==> src/rtl/vc_merge.sv <==
// vc_merge: merges the class-0 and class-1 FIFOs into one word stream.
// Class 0 has priority. A burst counter bounds how many class-0 grants
// can be issued in a row while class 1 is also waiting. Reads are
// combinational; the merged output is registered two cycles after a read.
// Optional build macro: VC_MERGE_COUNT_EN adds per-class delivery counters
// and a sticky wrap flag.
module vc_merge #(
   parameter int DATA_W = 10,
   parameter int BURST  = 4
) (
   input  logic              clk,
   input  logic              reset,
   input  logic [DATA_W-1:0] fifo0_data,
   input  logic              fifo0_empty,
   input  logic [DATA_W-1:0] fifo1_data,
   input  logic              fifo1_empty,
   input  logic              pause_in,
   output logic              read0,
   output logic              read1,
   output logic [DATA_W-1:0] data_out,
   output logic              valid_out,
   output logic              class_out
`ifdef VC_MERGE_COUNT_EN
   ,
   output logic [7:0]        cnt0,
   output logic [7:0]        cnt1,
   output logic              cnt_ovf
`endif
);

   typedef enum logic [1:0] {IDLE, G0, G1, PAUSE} state_t;

   localparam logic [3:0] BurstMax = 4'(BURST);

   state_t            state_q, state_d;
   logic [3:0]        burst_q, burst_d;
   logic              pending_q, pending_d;
   logic              pendingClass_q, pendingClass_d;
   logic [DATA_W-1:0] dataOut_q;
   logic              validOut_q;
   logic              classOut_q;

   // Grant selection: one read at most per cycle, none while paused or in
   // reset; the burst counter only advances when both classes are waiting.
   always_comb begin
      state_d        = state_q;
      burst_d        = burst_q;
      read0          = 1'b0;
      read1          = 1'b0;
      pending_d      = 1'b0;
      pendingClass_d = 1'b0;
      if (reset) begin
         state_d = IDLE;
      end else if (pause_in) begin
         state_d = PAUSE;
      end else if (!fifo0_empty && !fifo1_empty) begin
         if (burst_q < BurstMax) begin
            read0   = 1'b1;
            burst_d = burst_q + 4'd1;
            state_d = G0;
         end else begin
            read1   = 1'b1;
            burst_d = 4'd0;
            state_d = G1;
         end
      end else if (!fifo0_empty) begin
         read0   = 1'b1;
         state_d = G0;
      end else if (!fifo1_empty) begin
         read1   = 1'b1;
         burst_d = 4'd0;
         state_d = G1;
      end else begin
         state_d = IDLE;
      end
      pending_d      = read0 | read1;
      pendingClass_d = read1;
   end

   // State, burst count and the two-stage read-to-output pipeline. A word
   // read in one cycle is captured from the FIFO data bus at the end of the
   // next, and reset throws away anything still in flight.
   always_ff @(posedge clk) begin
      if (reset) begin
         state_q        <= IDLE;
         burst_q        <= 4'd0;
         pending_q      <= 1'b0;
         pendingClass_q <= 1'b0;
         dataOut_q      <= '0;
         validOut_q     <= 1'b0;
         classOut_q     <= 1'b0;
      end else begin
         state_q        <= state_d;
         burst_q        <= burst_d;
         pending_q      <= pending_d;
         pendingClass_q <= pendingClass_d;
         validOut_q     <= pending_q;
         if (pending_q) begin
            dataOut_q  <= pendingClass_q ? fifo1_data : fifo0_data;
            classOut_q <= pendingClass_q;
         end
      end
   end

   assign data_out  = dataOut_q;
   assign valid_out = validOut_q;
   assign class_out = classOut_q;

`ifdef VC_MERGE_COUNT_EN
   logic [7:0] cnt0_q;
   logic [7:0] cnt1_q;
   logic       cntOvf_q;

   // Delivery counters step together with the word appearing on valid_out;
   // the wrap flag stays set until the next reset.
   always_ff @(posedge clk) begin
      if (reset) begin
         cnt0_q   <= 8'd0;
         cnt1_q   <= 8'd0;
         cntOvf_q <= 1'b0;
      end else if (pending_q) begin
         if (pendingClass_q) begin
            cnt1_q <= cnt1_q + 8'd1;
            if (cnt1_q == 8'hFF) cntOvf_q <= 1'b1;
         end else begin
            cnt0_q <= cnt0_q + 8'd1;
            if (cnt0_q == 8'hFF) cntOvf_q <= 1'b1;
         end
      end
   end

   assign cnt0    = cnt0_q;
   assign cnt1    = cnt1_q;
   assign cnt_ovf = cntOvf_q;
`endif

endmodule

==> config.mk <==
export PLATFORM = sky130hd
export DESIGN_NAME = vc_merge
export DESIGN_NICKNAME = d
export VERILOG_FILES = /design/src/rtl/vc_merge.sv
export SDC_FILE = /design/constraint.sdc
export NUM_CORES = 1
export LEC_CHECK = 0
export ABC_AREA = 0
export BUFFER_PORTS_ARGS = -buffer_cell sky130_fd_sc_hd__buf_2
export CELL_PAD_IN_SITES_DETAIL_PLACEMENT = 0
export CELL_PAD_IN_SITES_GLOBAL_PLACEMENT = 1
export CORE_ASPECT_RATIO = 0.8
export CORE_MARGIN = 1.5
export CORE_UTILIZATION = 28
export CTS_CLUSTER_SIZE = 10
export DETAILED_ROUTE_END_ITERATION = 16
export PLACE_DENSITY_LB_ADDON = 0.1
export SLEW_MARGIN = 20
export SYNTH_ARGS = -nofsm -noshare
export SYNTH_HDL_FRONTEND = slang
export SYNTH_SLANG_ARGS = --single-unit
export TNS_END_PERCENT = 1
==> constraint.sdc <==
create_clock -name clk -period 2.4 [get_ports clk]
set_input_delay 0.24 -clock clk [delete_from_list [all_inputs] [get_ports clk]]
set_output_delay 0.24 -clock clk [all_outputs]
set_load 0.005 [all_outputs]
Word-level counts from Yosys, hierarchy flattened
Cells that the tools add are included.

storage, ports and cells
  flip-flop bits (word level) = 18
  logic and storage cells = 32
  output and inout port bits = 14
  input port bits = 25

cells by class
  equal/unequal tests = 1
  mux-type cells = 16
  bitwise operators = 2
  $lt $le $gt $ge = 1
  reduce and logical (&&, ||, !) cells = 5
  add/sub/neg operators = 1

operators with widths
  cell                                                         number
  two-way mux 4 bit                                            4
  two-way mux 1 bit                                            11
  two-way mux 10 bit                                           1
  adder 4 x 1 -> 4 bit (second input constant)                 1
  less-than comparator 4 x 3 -> 1 bit (second input constant)  1
  AND reduction 3 bit                                          1
  zero test 1 bit                                              2
  inequality test 2 x 1 -> 1 bit (second input constant)       1
  nonzero test 2 bit                                           1
  logical AND 1 bit                                            1
  inverter 1 bit                                               1
  bitwise OR 1 bit                                             1

Depth between registers and ports, before layout
Gate-level depths: netlist of run 1.

  depth after elaboration = 6
  depth in mapped cells = 3
  gate-level depth less buffers = 2

Worst setup path after synthesis of run 1
No wires, ideal clock.

  kind = flip-flop to output port
  start = register burst_q[3]
  end = output port read1
  stages on the path, launching flop included = 3
  path slack = 1454 ps
  required time = 2160 ps
  path buffers = 0
  arrival = 706 ps
  path through = dfxtp_1 nor3_1 nor2b_1

on the way
  longest elaborated chain between the ends = 5

RTL lines
  element                              RTL line  text
  start, declared                      36        logic [3:0] burst_q, burst_d;
  start signal, assigned               94        burst_q <= burst_d;
  less-than comparator 4 x 3 -> 1 bit  57        if (burst_q < BurstMax) begin
  two-way mux 1 bit                    57
  two-way mux 1 bit                    56        end else if (!fifo0_empty && !fifo1_empty) begin
  two-way mux 1 bit                    54        end else if (pause_in) begin
  two-way mux 1 bit                    52        if (reset) begin
  end, declared                        19        output logic read1,

No other way between the ends.

Worst setup path in the final report of run 1
Ends and elaborated chain as after synthesis.

==> key figures, run 1 <==
Drt
  • Vias per cell: 4.441
  • Vias: 635
  • Number of nets with antenna violations after routing: 0
  • DR pass1 iterations: 4
  • Detailed Route WL: 1598 µm
  • DRC viols: 0
  • Routed wire per std cell: 11.17 µm
  • DR iter-0 viols: 16

Clock network
  • Clock Sinks: 18
  • Hold-fix buffers, CTS: 0
  • Post-CTS Setup Inserts: 0
  • CTS max path bufs: 2
  • CTS Buf Count: 3
  • H-tree levels: 1
  • Reg clk slew, reported paths: 90 ps
  • Worst skew pair latency: 280 ps
  • CTS tree: yes
  • Root Driver: clkbuf_4
  • # resized after CTS: 0

Logic synthesis
  • Largest area contributor in the netlist: dfxtp_1
  • Yosys reg bits: 18
  • Distinct cells, synth: 15
  • Post-synth top cells: dfxtp_1, nor2_1, mux2i_1
  • Synth Instances: 70
  • Syn nets: 96
  • Syn Area/Cell: 11.12 µm²
  • Post-synthesis sequential area ratio: 46.30%
  • Post-synth top flop: dfxtp_1
  • Asr flop ratio synth: 0%
  • Largest cells by area after synthesis: dfxtp_1, a211oi_2, mux2i_1
  • Synth Cell Area: 778.2 µm²
  • Post-synth EDFFs: 0
  • YS warnings: 0
  • Share of the synthesized area in the top cell type: 46.30%
  • Most common cell in the synthesized netlist: dfxtp_1

Timing
  • Fin crit share: 60.97%
  • Hold WS: 174.0 ps
  • Slew Limit Headroom: 41.54%
  • Worst slew pin tran: 875.8 ps
  • RSZ-0062 raised after global routing: false
  • Final setup TNS: 0 ps
  • Worst setup margin: 936.8 ps
  • Slew Viols, Final: 0
  • Max Clock Skew: 0.4203 ps
  • Post-route minimum period: 1463 ps
  • Fmax achieved: 0.6834 GHz
  • Final Hold Fails: 0
  • Setup-failing EPs final: 0

Power and ir drop
  • Total power: 0.5485 mW
  • Switch share: 24.41%
  • Leak Pwr: 0.4237 nW
  • PD cells: 543.2 nW/µm²
  • P_sw: 0.1339 mW
  • Clock power share: 25.8%
  • Flop pwr share: 59.7%
  • Pint: 0.4146 mW
  • Logic pwr share: 14.5%
  • VDD IR max: 0.3218 mV

Outcome
  • Status: finished, final reports clean

Global route
  • Routing usage on met3: 5.412%
  • Met2 global-route usage: 14.93%
  • Vias in the first global route: 540
  • GR Util met1: 16.19%
  • Largest net degree at the start of global routing: 23
  • Total GRT Usage: 11.17%
  • GRT overflow: 0
  • Most used routing layer in global routing: met1
  • First-pass GRT wire length: 2553 µm
  • Initial antenna violation count: 0

Placement
  • Pre-CTS WS: 1059 ps
  • Input/output buffers: 38
  • Routability cong.: 0.6708
  • Post-DP HPWL: 1172 µm

Min path
  • Min-delay worst type: in2reg

Cells and area
  • Ant diodes: 0
  • Layout Nets: 135
  • Syn-to-layout area delta: 29.74%
  • FILL cells: 288
  • Layout cells sized above 1: 48.60%

Floorplanning
  • Area of the core: 2542 µm²
  • IO Pins: 39
  • Site Rows: 16
  • Initial core utilization: 30.61%
  • Die height: 50.16 µm
  • Die X: 61.95 µm
  • Die area: 3107 µm²

Worst setup path
  • WP data required: 2160 ps
  • Slowest cell on crit path: nor3_1
  • Top delay family on crit path: simple AND/OR/NAND/NOR gates
  • CP Buf/Inv Count: 1
  • Worst path max stage delay: 390 ps
  • CP Cell Sequence: nor3_1, nor2b_1, buf_2
  • Startpoint type of the worst setup path: register
  • CP Class: reg2out
  • Critical Path AT: 1220 ps
  • Critical Path Fanout Max: 4
  • CP endpoint kind: output pin

Run
  • Max-cap violations: 0
layer usage:
layer | up-vias | wire length (µm)
li1 | 336 | -
met1 | 278 | 795
met2 | 19 | 694
met3 | 2 | 94
met4 | 0 | 13
met5 | - | 0
cells by family after synthesis:
family | Yosys count | synth area share (%)
adder cells (fa/ha/maj) | 1 | 1.607
AND/OR/NAND/NOR | 20 | 12.06
AO/OA/AOI/OAI | 16 | 22.51
buffers and inverters | 4 | 3.376
multiplexers | 11 | 14.15
flip-flops | 18 | 46.30
worst paths after layout:
| kind | cells after the start | from | slack (ps) | to |
|---|---|---|---|---|
| worst max register to register | 2 | pending_q | 1050 | data_out[1] |
| worst min-delay path | 2 | pause_in | 170 | pending_q |
| worst max-delay path | 3 | burst_q[3] | 940 | read1 |
| worst min register to register | 1 | burst_q[1] | 480 | burst_q[1] |
power by group through the flow:
stage | Combinational [mW] | Clock [mW] | Sequential, mW
2_1_floorplan | 0.0478 | 0 | 0.328
3_3_place_gp | 0.0789 | 0 | 0.335
3_5_place_dp | 0.0805 | 0 | 0.335
4_1_cts | 0.0810 | 0.150 | 0.328
5_1_grt | 0.0886 | 0.168 | 0.331
6_report | 0.0796 | 0.141 | 0.327
state kept, by name, summed over array words and instances (netlist names):
register / cells
data_out: 10
burst_q: 4
class_out: 1
pendingClass_q: 1
pending_q: 1
valid_out: 1
metrics by stage:
step	cells	utilization [%]	instance area, µm²
after floorplan	70	-	778.2
final	143	39.71	1010
after global placement	140	38.83	987.2
after CTS	143	39.71	1010
after detailed placement	140	38.83	987.2
after global routing	143	39.71	1010
area by class of cell:
| type | count | area (µm²) | area share, % |
|---|---|---|---|
| Clock buffer | 3 | 22.52 | 2.230 |
| Multi-Input combinational cell | 48 | 391.6 | 38.79 |
| Sequential cell | 18 | 360.3 | 35.69 |
| Tap cell | 36 | 45.04 | 4.461 |
| Timing Repair Buffer | 38 | 190.2 | 18.84 |
placed cells by master, fill, tap and decap left out:
cell,synthesis,routed
ha_1,1,1
a211oi_2,9,9
a32o_1,3,3
dfxtp_1,18,18
nor2b_1,3,3
buf_2,3,38
nor2_1,13,13
o21ba_2,1,1
clkbuf_4,0,3
o21a_1,1,1
a211oi_1,2,2
and2_1,1,1
nor3_2,1,1
mux2i_1,11,11
nor3_1,2,2
No activity file was read; power rests on OpenSTA's default activity.
==> inputs of run 2 (changes only) <==
==> constraint.sdc (replaced) <==
create_clock -name clk -period 1.5 [get_ports clk]
set_input_delay 0.15 -clock clk [delete_from_list [all_inputs] [get_ports clk]]
set_output_delay 0.15 -clock clk [all_outputs]
set_load 0.005 [all_outputs]
==> run 2 against run 1 <==
Compared with the run above: routed wire length grew 5.4%; total power grew 75%; register-to-register slack lost 550 ps; sequential power grew 56%; critical endpoint unchanged; critical path type unchanged; highest routed layer unchanged.
==> key figures, run 2 (same netlist as run 1, synthesis figures left out) <==
Outcome
  • Status: finished, final reports clean

Floorplanning
  • Site Rows: 16
  • Die area: 3107 µm²
  • Area of the core: 2542 µm²
  • Die X: 61.95 µm
  • Die height: 50.16 µm
  • Initial core utilization: 30.61%
  • IO Pins: 39

Worst setup path
  • Startpoint type of the worst setup path: register
  • CP endpoint kind: output pin
  • WP data required: 1350 ps
  • Worst path max stage delay: 360 ps
  • CP Class: reg2out
  • Slowest cell on crit path: nor3_1
  • CP Cell Sequence: nor3_1, nor2b_1, buf_2
  • Critical Path Fanout Max: 4
  • Critical Path AT: 1210 ps

Clock network
  • Clock Sinks: 18
  • CTS max path bufs: 2
  • Worst skew pair latency: 290 ps
  • Hold-fix buffers, CTS: 0
  • CTS tree: yes
  • H-tree levels: 1
  • CTS Buf Count: 3
  • Reg clk slew, reported paths: 100 ps
  • Post-CTS Setup Inserts: 0
  • Root Driver: clkbuf_4
  • # resized after CTS: 0

Timing
  • Final setup TNS: 0 ps
  • Max Clock Skew: 0.7262 ps
  • Setup-failing EPs final: 0
  • Final Hold Fails: 0
  • Hold WS: 72.59 ps
  • Post-route minimum period: 1362 ps
  • Fin crit share: 90.78%
  • Slew Viols, Final: 0
  • RSZ-0062 raised after global routing: false
  • Worst slew pin tran: 379.5 ps
  • Fmax achieved: 0.7344 GHz
  • Slew Limit Headroom: 74.50%

Global route
  • Total GRT Usage: 11.79%
  • GRT overflow: 0
  • Initial antenna violation count: 0
  • First-pass GRT wire length: 2656 µm
  • Vias in the first global route: 610
  • Largest net degree at the start of global routing: 23

Placement
  • Input/output buffers: 38
  • Post-DP HPWL: 1243 µm
  • Routability cong.: 0.7348

Cells and area
  • Syn-to-layout area delta: 34.40%
  • Ant diodes: 0
  • Most frequent cells in the layout: buf_2, dfxtp_1, nor2_1
  • Layout Nets: 138
  • FILL cells: 275
  • Commonest non-fill, non-tap cell in the layout: buf_2
  • Layout cells sized above 1: 50.45%
  • Max reg flops: 10

Drt
  • Number of nets with antenna violations after routing: 0
  • Routed wire per std cell: 11.46 µm
  • Detailed Route WL: 1685 µm
  • Vias: 670
  • DRC viols: 0
  • Vias per cell: 4.558
  • DR pass1 iterations: 4
  • DR iter-0 viols: 11

Min path
  • Min-delay worst type: in2reg

Power and ir drop
  • PD cells: 915.5 nW/µm²
  • VDD IR max: 0.4935 mV
  • Total power: 0.9576 mW
  • Switch share: 24.57%
  • Flop pwr share: 53.3%
  • Pint: 0.7223 mW
  • Leak Pwr: 0.4463 nW
  • P_sw: 0.2353 mW
  • Logic pwr share: 15.3%
  • Clock power share: 31.4%

Run
  • Max-cap violations: 0
==> run 2: worst max-delay path: cells and delay by family (launching register included) <==
kind	cells	cell delay, ps
simple gates	2	440
flops	1	340
buf+inv	1	140
==> run 2: final cells by class <==
cell class / count / area, µm² / area share, %
multi-input combinational: 48 / 391.6 / 37.44
sequential: 18 / 360.3 / 34.45
timing repair buffer: 41 / 212.7 / 20.33
tap: 36 / 45.04 / 4.306
clock buffer: 4 / 36.28 / 3.469
==> run 2: path summary, 6_finish.rpt <==
check / from / to / slack, ps / depth (start not counted)
hold / removal: pause_in / pending_q / 70 / 2
setup reg to reg: pendingClass_q / data_out[3] / 500 / 3
hold reg to reg: burst_q[1] / burst_q[1] / 500 / 1
setup / recovery: burst_q[3] / read1 / 140 / 3
==> run 2: power by group through the flow <==
stage	clock, mW	combinational, mW	sequential, mW
floorplan	0	0.0765	0.525
global placement	0	0.147	0.521
detailed placement	0	0.149	0.522
CTS	0.317	0.149	0.511
global route	0.338	0.163	0.514
finish	0.300	0.147	0.510
==> run 2: per-stage QoR <==
stage / instance area, µm² / worst slack (ps) / instances / util (%)
after floorplan: 778.2 / 590.0 / 70 / -
after global placement: 1010 / 479.3 / 143 / 39.71
after detailed placement: 1010 / 456.3 / 143 / 39.71
after CTS: 1046 / 115.0 / 147 / 41.14
after global routing: 1046 / 43.13 / 147 / 41.14
final: 1046 / 138.3 / 147 / 41.14
==> run 2: metal layers <==
metal	vias to the layer above	global-route usage (%)	share of wire (%)
li1	340	-	-
met1	303	14.10	48
met2	25	19.27	46
met3	2	4.639	5.8
met4	0	3.191	0.71
met5	-	0	0
